File: src/rtl/ahb_fifo_pkg.sv
// Shared definitions for the AHB FIFO mailbox slave.
// Contents:
//   - HTRANS_* and HRESP_* bus encodings.
//   - Register map offsets, decoded from haddr[3:2].
//   - Slave FSM state encoding.
//   - STATUS bit offsets, counted upward from the bit just above the count field.
//   - CTRL bit positions.
//   - Small helpers for transfer qualification and the legal hsize value.
package ahb_fifo_pkg;

  localparam logic [1:0] HTRANS_IDLE   = 2'b00;
  localparam logic [1:0] HTRANS_BUSY   = 2'b01;
  localparam logic [1:0] HTRANS_NONSEQ = 2'b10;
  localparam logic [1:0] HTRANS_SEQ    = 2'b11;

  localparam logic [1:0] HRESP_OKAY  = 2'b00;
  localparam logic [1:0] HRESP_ERROR = 2'b01;

  typedef enum logic [1:0] {
    REG_DATA   = 2'd0,
    REG_STATUS = 2'd1,
    REG_CTRL   = 2'd2,
    REG_UNMAP  = 2'd3
  } reg_sel_e;

  typedef enum logic [2:0] {
    ST_IDLE = 3'd0,
    ST_DATA = 3'd1,
    ST_WAIT = 3'd2,
    ST_ERR1 = 3'd3,
    ST_ERR2 = 3'd4
  } state_e;

  // STATUS = {ovf, udf, af, full, empty, count}; these offsets sit above count.
  localparam int unsigned STAT_EMPTY_OFS = 0;
  localparam int unsigned STAT_FULL_OFS  = 1;
  localparam int unsigned STAT_AF_OFS    = 2;
  localparam int unsigned STAT_UDF_OFS   = 3;
  localparam int unsigned STAT_OVF_OFS   = 4;

  localparam int unsigned CTRL_FLUSH_BIT = 0;
  localparam int unsigned CTRL_CLR_BIT   = 1;

  // Only NONSEQ and SEQ carry a real transfer.
  function automatic logic is_xfer(input logic [1:0] trans);
    is_xfer = 1'b0;
    case (trans)
      HTRANS_NONSEQ, HTRANS_SEQ: is_xfer = 1'b1;
      HTRANS_IDLE, HTRANS_BUSY:  is_xfer = 1'b0;
      default:                   is_xfer = 1'b0;
    endcase
  endfunction

  function automatic logic [2:0] hsize_for(input int unsigned dwidth);
    hsize_for = 3'($clog2(dwidth / 8));
  endfunction

endpackage

File: src/rtl/sync_fifo_core.sv
// Synchronous show-ahead FIFO.
// Ports:
//   clk_i    : clock.
//   rst_ni   : async active-low reset; clears pointers and count.
//   push_i   : push request; ignored while full.
//   pop_i    : pop request; ignored while empty.
//   flush_i  : empties the FIFO; wins over a same-cycle push or pop.
//   wdata_i  : data to push.
//   rdata_o  : current head entry, valid whenever the FIFO is not empty.
//   count_o  : occupancy, AWIDTH+1 bits wide.
//   full_o   : FIFO full.
//   empty_o  : FIFO empty.
module sync_fifo_core #(
  parameter int unsigned DWIDTH = 32,
  parameter int unsigned AWIDTH = 4
) (
  input  logic              clk_i,
  input  logic              rst_ni,
  input  logic              push_i,
  input  logic              pop_i,
  input  logic              flush_i,
  input  logic [DWIDTH-1:0] wdata_i,
  output logic [DWIDTH-1:0] rdata_o,
  output logic [AWIDTH:0]   count_o,
  output logic              full_o,
  output logic              empty_o
);

  localparam int unsigned DEPTH = 1 << AWIDTH;

  logic [DWIDTH-1:0] mem_q [DEPTH];
  logic [AWIDTH-1:0] wptr_q, wptr_d;
  logic [AWIDTH-1:0] rptr_q, rptr_d;
  logic [AWIDTH:0]   cnt_q, cnt_d;
  logic              do_push, do_pop;

  // Count can only reach DEPTH, so its MSB alone marks full.
  assign full_o  = cnt_q[AWIDTH];
  assign empty_o = (cnt_q == '0);
  assign count_o = cnt_q;
  assign rdata_o = mem_q[rptr_q];

  assign do_push = push_i && !full_o && !flush_i;
  assign do_pop  = pop_i && !empty_o && !flush_i;

  always_comb begin
    wptr_d = wptr_q;
    rptr_d = rptr_q;
    cnt_d  = cnt_q;
    if (flush_i) begin
      wptr_d = '0;
      rptr_d = '0;
      cnt_d  = '0;
    end else begin
      if (do_push) wptr_d = wptr_q + AWIDTH'(1);
      if (do_pop)  rptr_d = rptr_q + AWIDTH'(1);
      case ({do_push, do_pop})
        2'b10:   cnt_d = cnt_q + (AWIDTH+1)'(1);
        2'b01:   cnt_d = cnt_q - (AWIDTH+1)'(1);
        default: cnt_d = cnt_q;
      endcase
    end
  end

  always_ff @(posedge clk_i or negedge rst_ni) begin
    if (!rst_ni) begin
      wptr_q <= '0;
      rptr_q <= '0;
      cnt_q  <= '0;
    end else begin
      wptr_q <= wptr_d;
      rptr_q <= rptr_d;
      cnt_q  <= cnt_d;
    end
  end

  // Storage carries no reset; only pointer-covered entries are ever read.
  always_ff @(posedge clk_i) begin
    if (do_push) mem_q[wptr_q] <= wdata_i;
  end

endmodule

File: src/rtl/ahb_fifo_slave_v2.sv
// AHB-Lite slave fronting a synchronous FIFO used as a streaming mailbox.
//
// Register map, decoded from haddr[3:2]:
//   0  DATA    read/write  write pushes, read pops.
//   1  STATUS  read only
//   2  CTRL    write only  bit0 flush, bit1 clear ovf/udf.
//   3  unmapped
//
// Ports:
//   hclk, hreset       : clock; async active-low reset.
//   hsel, haddr        : AHB address-phase inputs.
//   htrans, hwrite     : AHB address-phase inputs.
//   hsize, hready      : AHB address-phase inputs.
//   hwdata             : write data, valid in the data phase.
//   hready_out, hresp  : slave response.
//   hrdata             : read data.
//   fifo_count         : FIFO occupancy.
//   irq_af             : almost full.
//   irq_ne             : not empty.
module ahb_fifo_slave_v2
  import ahb_fifo_pkg::*;
#(
  parameter int unsigned DWIDTH     = 32,
  parameter int unsigned AWIDTH     = 4,
  parameter int unsigned STALL_MODE = 1,
  parameter int unsigned WAIT_MAX   = 16,
  parameter int unsigned AF_LEVEL   = 12
) (
  input  logic              hclk,
  input  logic              hreset,
  input  logic              hsel,
  input  logic [31:0]       haddr,
  input  logic [1:0]        htrans,
  input  logic              hwrite,
  input  logic [2:0]        hsize,
  input  logic [DWIDTH-1:0] hwdata,
  input  logic              hready,
  output logic              hready_out,
  output logic [1:0]        hresp,
  output logic [DWIDTH-1:0] hrdata,
  output logic [AWIDTH:0]   fifo_count,
  output logic              irq_af,
  output logic              irq_ne
);

  localparam int unsigned     WCW       = $clog2(WAIT_MAX + 1);
  localparam logic [WCW-1:0]  WAIT_LAST = WCW'(WAIT_MAX - 1);
  localparam logic [2:0]      HSIZE_OK  = hsize_for(DWIDTH);
  localparam logic [AWIDTH:0] AF_THR    = (AWIDTH+1)'(AF_LEVEL);

  state_e           state_q, state_d;
  reg_sel_e         reg_q, reg_d;
  logic             write_q, write_d;
  logic [WCW-1:0]   wcnt_q, wcnt_d;
  logic             ovf_q, ovf_d;
  logic             udf_q, udf_d;

  logic              push, pop, flush;
  logic [DWIDTH-1:0] head;
  logic [AWIDTH:0]   count;
  logic              full, empty;

  logic              acc, dec_err, blocked;
  logic              ready_c;
  logic [1:0]        resp_c;
  logic [DWIDTH-1:0] rdata_c, stat_word;

  logic unused_addr;
  assign unused_addr = ^haddr[31:4];

  sync_fifo_core #(
    .DWIDTH (DWIDTH),
    .AWIDTH (AWIDTH)
  ) u_fifo (
    .clk_i   (hclk),
    .rst_ni  (hreset),
    .push_i  (push),
    .pop_i   (pop),
    .flush_i (flush),
    .wdata_i (hwdata),
    .rdata_o (head),
    .count_o (count),
    .full_o  (full),
    .empty_o (empty)
  );

  // Address-phase qualification and decode errors known before the data phase.
  always_comb begin
    acc     = hsel && hready && is_xfer(htrans);
    dec_err = (haddr[3:2] == REG_UNMAP)
           || (hwrite && (haddr[3:2] == REG_STATUS))
           || (!hwrite && (haddr[3:2] == REG_CTRL))
           || (hsize != HSIZE_OK)
           || (haddr[1:0] != 2'b00);
  end

  always_comb begin
    stat_word = '0;
    stat_word[AWIDTH:0]                      = count;
    stat_word[AWIDTH + 1 + STAT_EMPTY_OFS]   = empty;
    stat_word[AWIDTH + 1 + STAT_FULL_OFS]    = full;
    stat_word[AWIDTH + 1 + STAT_AF_OFS]      = irq_af;
    stat_word[AWIDTH + 1 + STAT_UDF_OFS]     = udf_q;
    stat_word[AWIDTH + 1 + STAT_OVF_OFS]     = ovf_q;
  end

  // Full/empty is judged in the data phase, because the previous transfer
  // may push or pop on the same edge that accepts this one.
  assign blocked = (reg_q == REG_DATA) && (write_q ? full : empty);

  always_comb begin
    state_d = state_q;
    reg_d   = reg_q;
    write_d = write_q;
    wcnt_d  = wcnt_q;
    ovf_d   = ovf_q;
    udf_d   = udf_q;
    ready_c = 1'b1;
    resp_c  = HRESP_OKAY;
    rdata_c = '0;
    push    = 1'b0;
    pop     = 1'b0;
    flush   = 1'b0;

    case (state_q)
      ST_IDLE: ;
      ST_DATA, ST_WAIT: begin
        if (blocked) begin
          ready_c = 1'b0;
          if (STALL_MODE == 0) begin
            // No stalling: this cycle doubles as the first ERROR cycle.
            resp_c  = HRESP_ERROR;
            state_d = ST_ERR2;
            ovf_d   = ovf_q | write_q;
            udf_d   = udf_q | !write_q;
          end else if ((state_q == ST_WAIT && wcnt_q >= WAIT_LAST) ||
                       (state_q == ST_DATA && WAIT_MAX <= 1)) begin
            // Last permitted wait cycle: give up and report.
            state_d = ST_ERR1;
            ovf_d   = ovf_q | write_q;
            udf_d   = udf_q | !write_q;
          end else begin
            state_d = ST_WAIT;
            wcnt_d  = (state_q == ST_DATA) ? WCW'(1) : wcnt_q + WCW'(1);
          end
        end else begin
          case (reg_q)
            REG_DATA: begin
              if (write_q) begin
                push = 1'b1;
              end else begin
                pop     = 1'b1;
                rdata_c = head;
              end
            end
            REG_STATUS: rdata_c = stat_word;
            REG_CTRL: begin
              flush = hwdata[CTRL_FLUSH_BIT];
              if (hwdata[CTRL_CLR_BIT]) begin
                ovf_d = 1'b0;
                udf_d = 1'b0;
              end
            end
            default: ;
          endcase
        end
      end
      ST_ERR1: begin
        ready_c = 1'b0;
        resp_c  = HRESP_ERROR;
        state_d = ST_ERR2;
      end
      ST_ERR2: resp_c = HRESP_ERROR;
      default: state_d = ST_IDLE;
    endcase

    // Any cycle that completes (ready high) may accept the next address phase.
    if (ready_c) begin
      if (acc) begin
        state_d = dec_err ? ST_ERR1 : ST_DATA;
        reg_d   = reg_sel_e'(haddr[3:2]);
        write_d = hwrite;
      end else begin
        state_d = ST_IDLE;
      end
    end
  end

  always_ff @(posedge hclk or negedge hreset) begin
    if (!hreset) begin
      state_q <= ST_IDLE;
      reg_q   <= REG_DATA;
      write_q <= 1'b0;
      wcnt_q  <= '0;
      ovf_q   <= 1'b0;
      udf_q   <= 1'b0;
    end else begin
      state_q <= state_d;
      reg_q   <= reg_d;
      write_q <= write_d;
      wcnt_q  <= wcnt_d;
      ovf_q   <= ovf_d;
      udf_q   <= udf_d;
    end
  end

  assign hready_out = ready_c;
  assign hresp      = resp_c;
  assign hrdata     = rdata_c;
  assign fifo_count = count;
  assign irq_af     = (count >= AF_THR);
  assign irq_ne     = !empty;

endmodule

File: config.mk
export PLATFORM = sky130hd
export DESIGN_NAME = ahb_fifo_slave_v2
export DESIGN_NICKNAME = d
export VERILOG_FILES = /design/src/rtl/ahb_fifo_pkg.sv /design/src/rtl/sync_fifo_core.sv /design/src/rtl/ahb_fifo_slave_v2.sv
export SDC_FILE = /design/constraint.sdc
export NUM_CORES = 1
export LEC_CHECK = 0
export BUFFER_PORTS_ARGS = -buffer_cell sky130_fd_sc_hd__buf_4
export CAP_MARGIN = 20
export CORE_ASPECT_RATIO = 1.5
export CORE_MARGIN = 3
export CORE_UTILIZATION = 50
export DETAILED_ROUTE_END_ITERATION = 6
export PLACE_DENSITY = 0.69
export SLEW_MARGIN = 20
export SYNTH_ARGS = -nofsm -noshare
export SYNTH_HDL_FRONTEND = slang
export SYNTH_SLANG_ARGS = --single-unit
File: constraint.sdc
create_clock -name hclk -period 4.05 [get_ports hclk]
set_input_delay 1.215 -clock hclk [delete_from_list [all_inputs] [get_ports hclk]]
set_output_delay 1.215 -clock hclk [all_outputs]
set_load 0.005 [all_outputs]
==> results_dict.tcl <==
set metrics [dict create \
    outcome "complete, no violations" \
    rsz0062_at_grt "true" \
    vias 10542 \
    grt.overflow.total 0 \
    cts-root-buf "clkbuf_16" \
    startpoint "u_fifo.rptr_q[0]" \
    synthCells 1042 \
    cp_cell_sequence "buf_4 > clkbuf_16 > mux4_2 > mux4_2 > and3_1 > buf_4" \
    critPathBufInv 3 \
    hold_viol_final 0 \
    io_pins 116 \
    use_met1_pct 26.17 \
    critPathKind "flip-flop to output pin" \
    grt.busiest_layer "met2" \
    syn2layout_area_growth_pct 15.34 \
    cts_tree "yes" \
    start_kind "flip-flop" \
    ys_ff_latch 538 \
    die-area_mm2 0.04513 \
    crit_required_ns 2.83 \
    met3_usage_pct 3.430 \
    drt_iter0_drc 1005 \
    clock_sinks 538 \
    core_mm2 0.04202 \
    synth_edf_count 512 \
    crit_arrival_ns 2.81 \
    nNetsFinal 1255 \
    grt_use_total_pct 20.39 \
    hold_path.class "primary input to async pin" \
    max_slew.worst_pin.slew_ns 0.7071 \
    gp_congestion 0.7393 \
    clockBufferDepth 3 \
    cp_max_fo 9 \
    ant_nets 0 \
    grt_start_max_net_pins 67 \
    die_w_um 174.5 \
    r2r_start "reg_q[0]" \
    powerDensity_mw_per_mm2 589.4 \
    clkLatencyLatePin_ns 0.57 \
    path_clk_slew_ns 0.07 \
    start_util_pct 50.66 \
    use_met2_pct 35.94 \
    drive_above_1_share_pct 28.73 \
    wl_per_cell_um 25.67 \
    n_antenna_cell 0 \
    layout_commonest_cell "edfxtp_1" \
    port_buffers 85 \
    nFillCells 2989 \
    htreeDepth 2 \
    ys.flop_type "edfxtp_1" \
    multiInputGateArea_mm2 0.005005 \
    holdWs_ns 0.5577 \
    die_h_um 258.7 \
    synth_cell_type_count 52 \
    min_period_ns 4.027 \
    async_flop_share_pct 4.833 \
    yosysSeqAreaShare_pct 75.29 \
    dp_slack_ns 0.3873 \
    grt_first_pass_wirelength_mm 69.03 \
    cts_made_buffers 49 \
    syn_nets 1127 \
    relSlewSlack_pct 52.75 \
    cp-end-kind "output pin" \
    slowest_delay_ns 0.52 \
    ff_latch_area_mm2 0.01603 \
    syn_area_mm2 0.02128 \
    drc_errors 0 \
    routed_via_density 5.949 \
    first_pass_iters 5 \
    leakagePower_uw 0.008168 \
    hpwl_mm 25.32 \
    syn-mean-instance-area_um2 20.43 \
    finalPower_uw 14470 \
    antenna_found_initial 1 \
    yosysWarningCount 0 \
    drv_cap 0 \
    slowest_stage "dfrtp_4" \
    final_cell_mix "edfxtp_1, buf_4, mux4_2, mux2i_1, clkbuf_16" \
    finalCritPeriodShare_pct 99.44 \
    finClkSkew_ns 0.01760 \
    totalWireLength_mm 45.48 \
    cp_top_family "multiplexers" \
    setup_violations 0 \
    fmax_mhz 248.3 \
    grt_pass1_vias 11022 \
    peakVddDrop_uv 386.4 \
    rows 92 \
    slew_viol_final 0 \
    setup_ws_ns 0.02252 \
]
==> synth_stat cells (10+ instances only) <==
cell	n	area share, %
mux2i_1	82	3.9
and2_1	11	0.32
nor2_1	22	0.39
buf_4	11	0.39
buf_2	14	0.33
nand2_1	15	0.26
edfxtp_1	512	72
inv_1	14	0.25
clkbuf_1	23	0.41
dfrtp_1	26	3.1
and3_1	25	0.73
mux4_2	110	12
a22oi_1	40	1.4
nand3_1	17	0.40
a21oi_1	14	0.33
ha_1	10	0.59
==> path summary, 6_finish.rpt <==
check / to / cells after the start / slack, ns
max in group asynchronous: u_fifo.rptr_q[1] / 1 / 3.19
setup reg to reg: u_fifo.mem_q[0][12] / 5 / 0.83
min in group hclk: wcnt_q[3] / 2 / 0.56
setup / recovery: hrdata[10] / 6 / 0.02
hold / removal: state_q[1] / 1 / 0.56
hold reg to reg: wcnt_q[3] / 2 / 0.56
==> state kept, by name, summed over array words and instances, names as in the netlist <==
| name | flops |
|---|---|
| ovf_q | 1 |
| u_fifo.count_o | 5 |
| u_fifo.wptr_q | 4 |
| state_q | 3 |
| udf_q | 1 |
| wcnt_q | 5 |
| u_fifo.rptr_q | 4 |
| u_fifo.mem_q | 512 |
| reg_q | 2 |
| write_q | 1 |
==> layer usage <==
metal  wire [um]  part of all wire (%)
met2       24060                    53
met3        2618                   5.8
met5           0                     0
met1       17670                    39
met4        1134                   2.5
==> cell type report <==
type / count / share of cell area [%]
clock buffer: 61 / 5.392
clock inverter: 28 / 0.7339
inverter: 14 / 0.2141
multi-input combinational: 430 / 20.39
sequential: 538 / 65.31
tap: 564 / 2.874
timing repair buffer: 137 / 5.086
==> power breakdown <==
group          internal, uW  switching [uW]
registers              6220             198
clock network          2380            1910
logic                  1920            1840
==> stage by stage <==
stage,util (%),TNS (ns),instances,area [um^2]
after floorplan,-,-12.89,1042,21280
after global placement,54.61,0,1677,22940
after detailed placement,54.61,0,1677,22940
after CTS,58.32,0,1771,24500
after global routing,58.43,-0.1757,1772,24550
final,58.43,0,1772,24550
==> repair_timing <==
action,in CTS,in global routing
gates resized for setup,3,5
hold endpoints to repair,0,0
gates cloned,0,1
hold buffers,0,0
setup endpoints to repair,19,11
setup buffers,5,0
==> logic make-up after synthesis <==
group	synth area share (%)
adders and majority gates	0.6819
buffers and inverters	1.687
DFF	75.29
other	0.01762
muxes	15.55
AOI/OAI and AO/OA	3.186
xor gates and xnor gates	0.3703
and+or+nand+nor	3.216
Power figures use the tool's default switching activity.
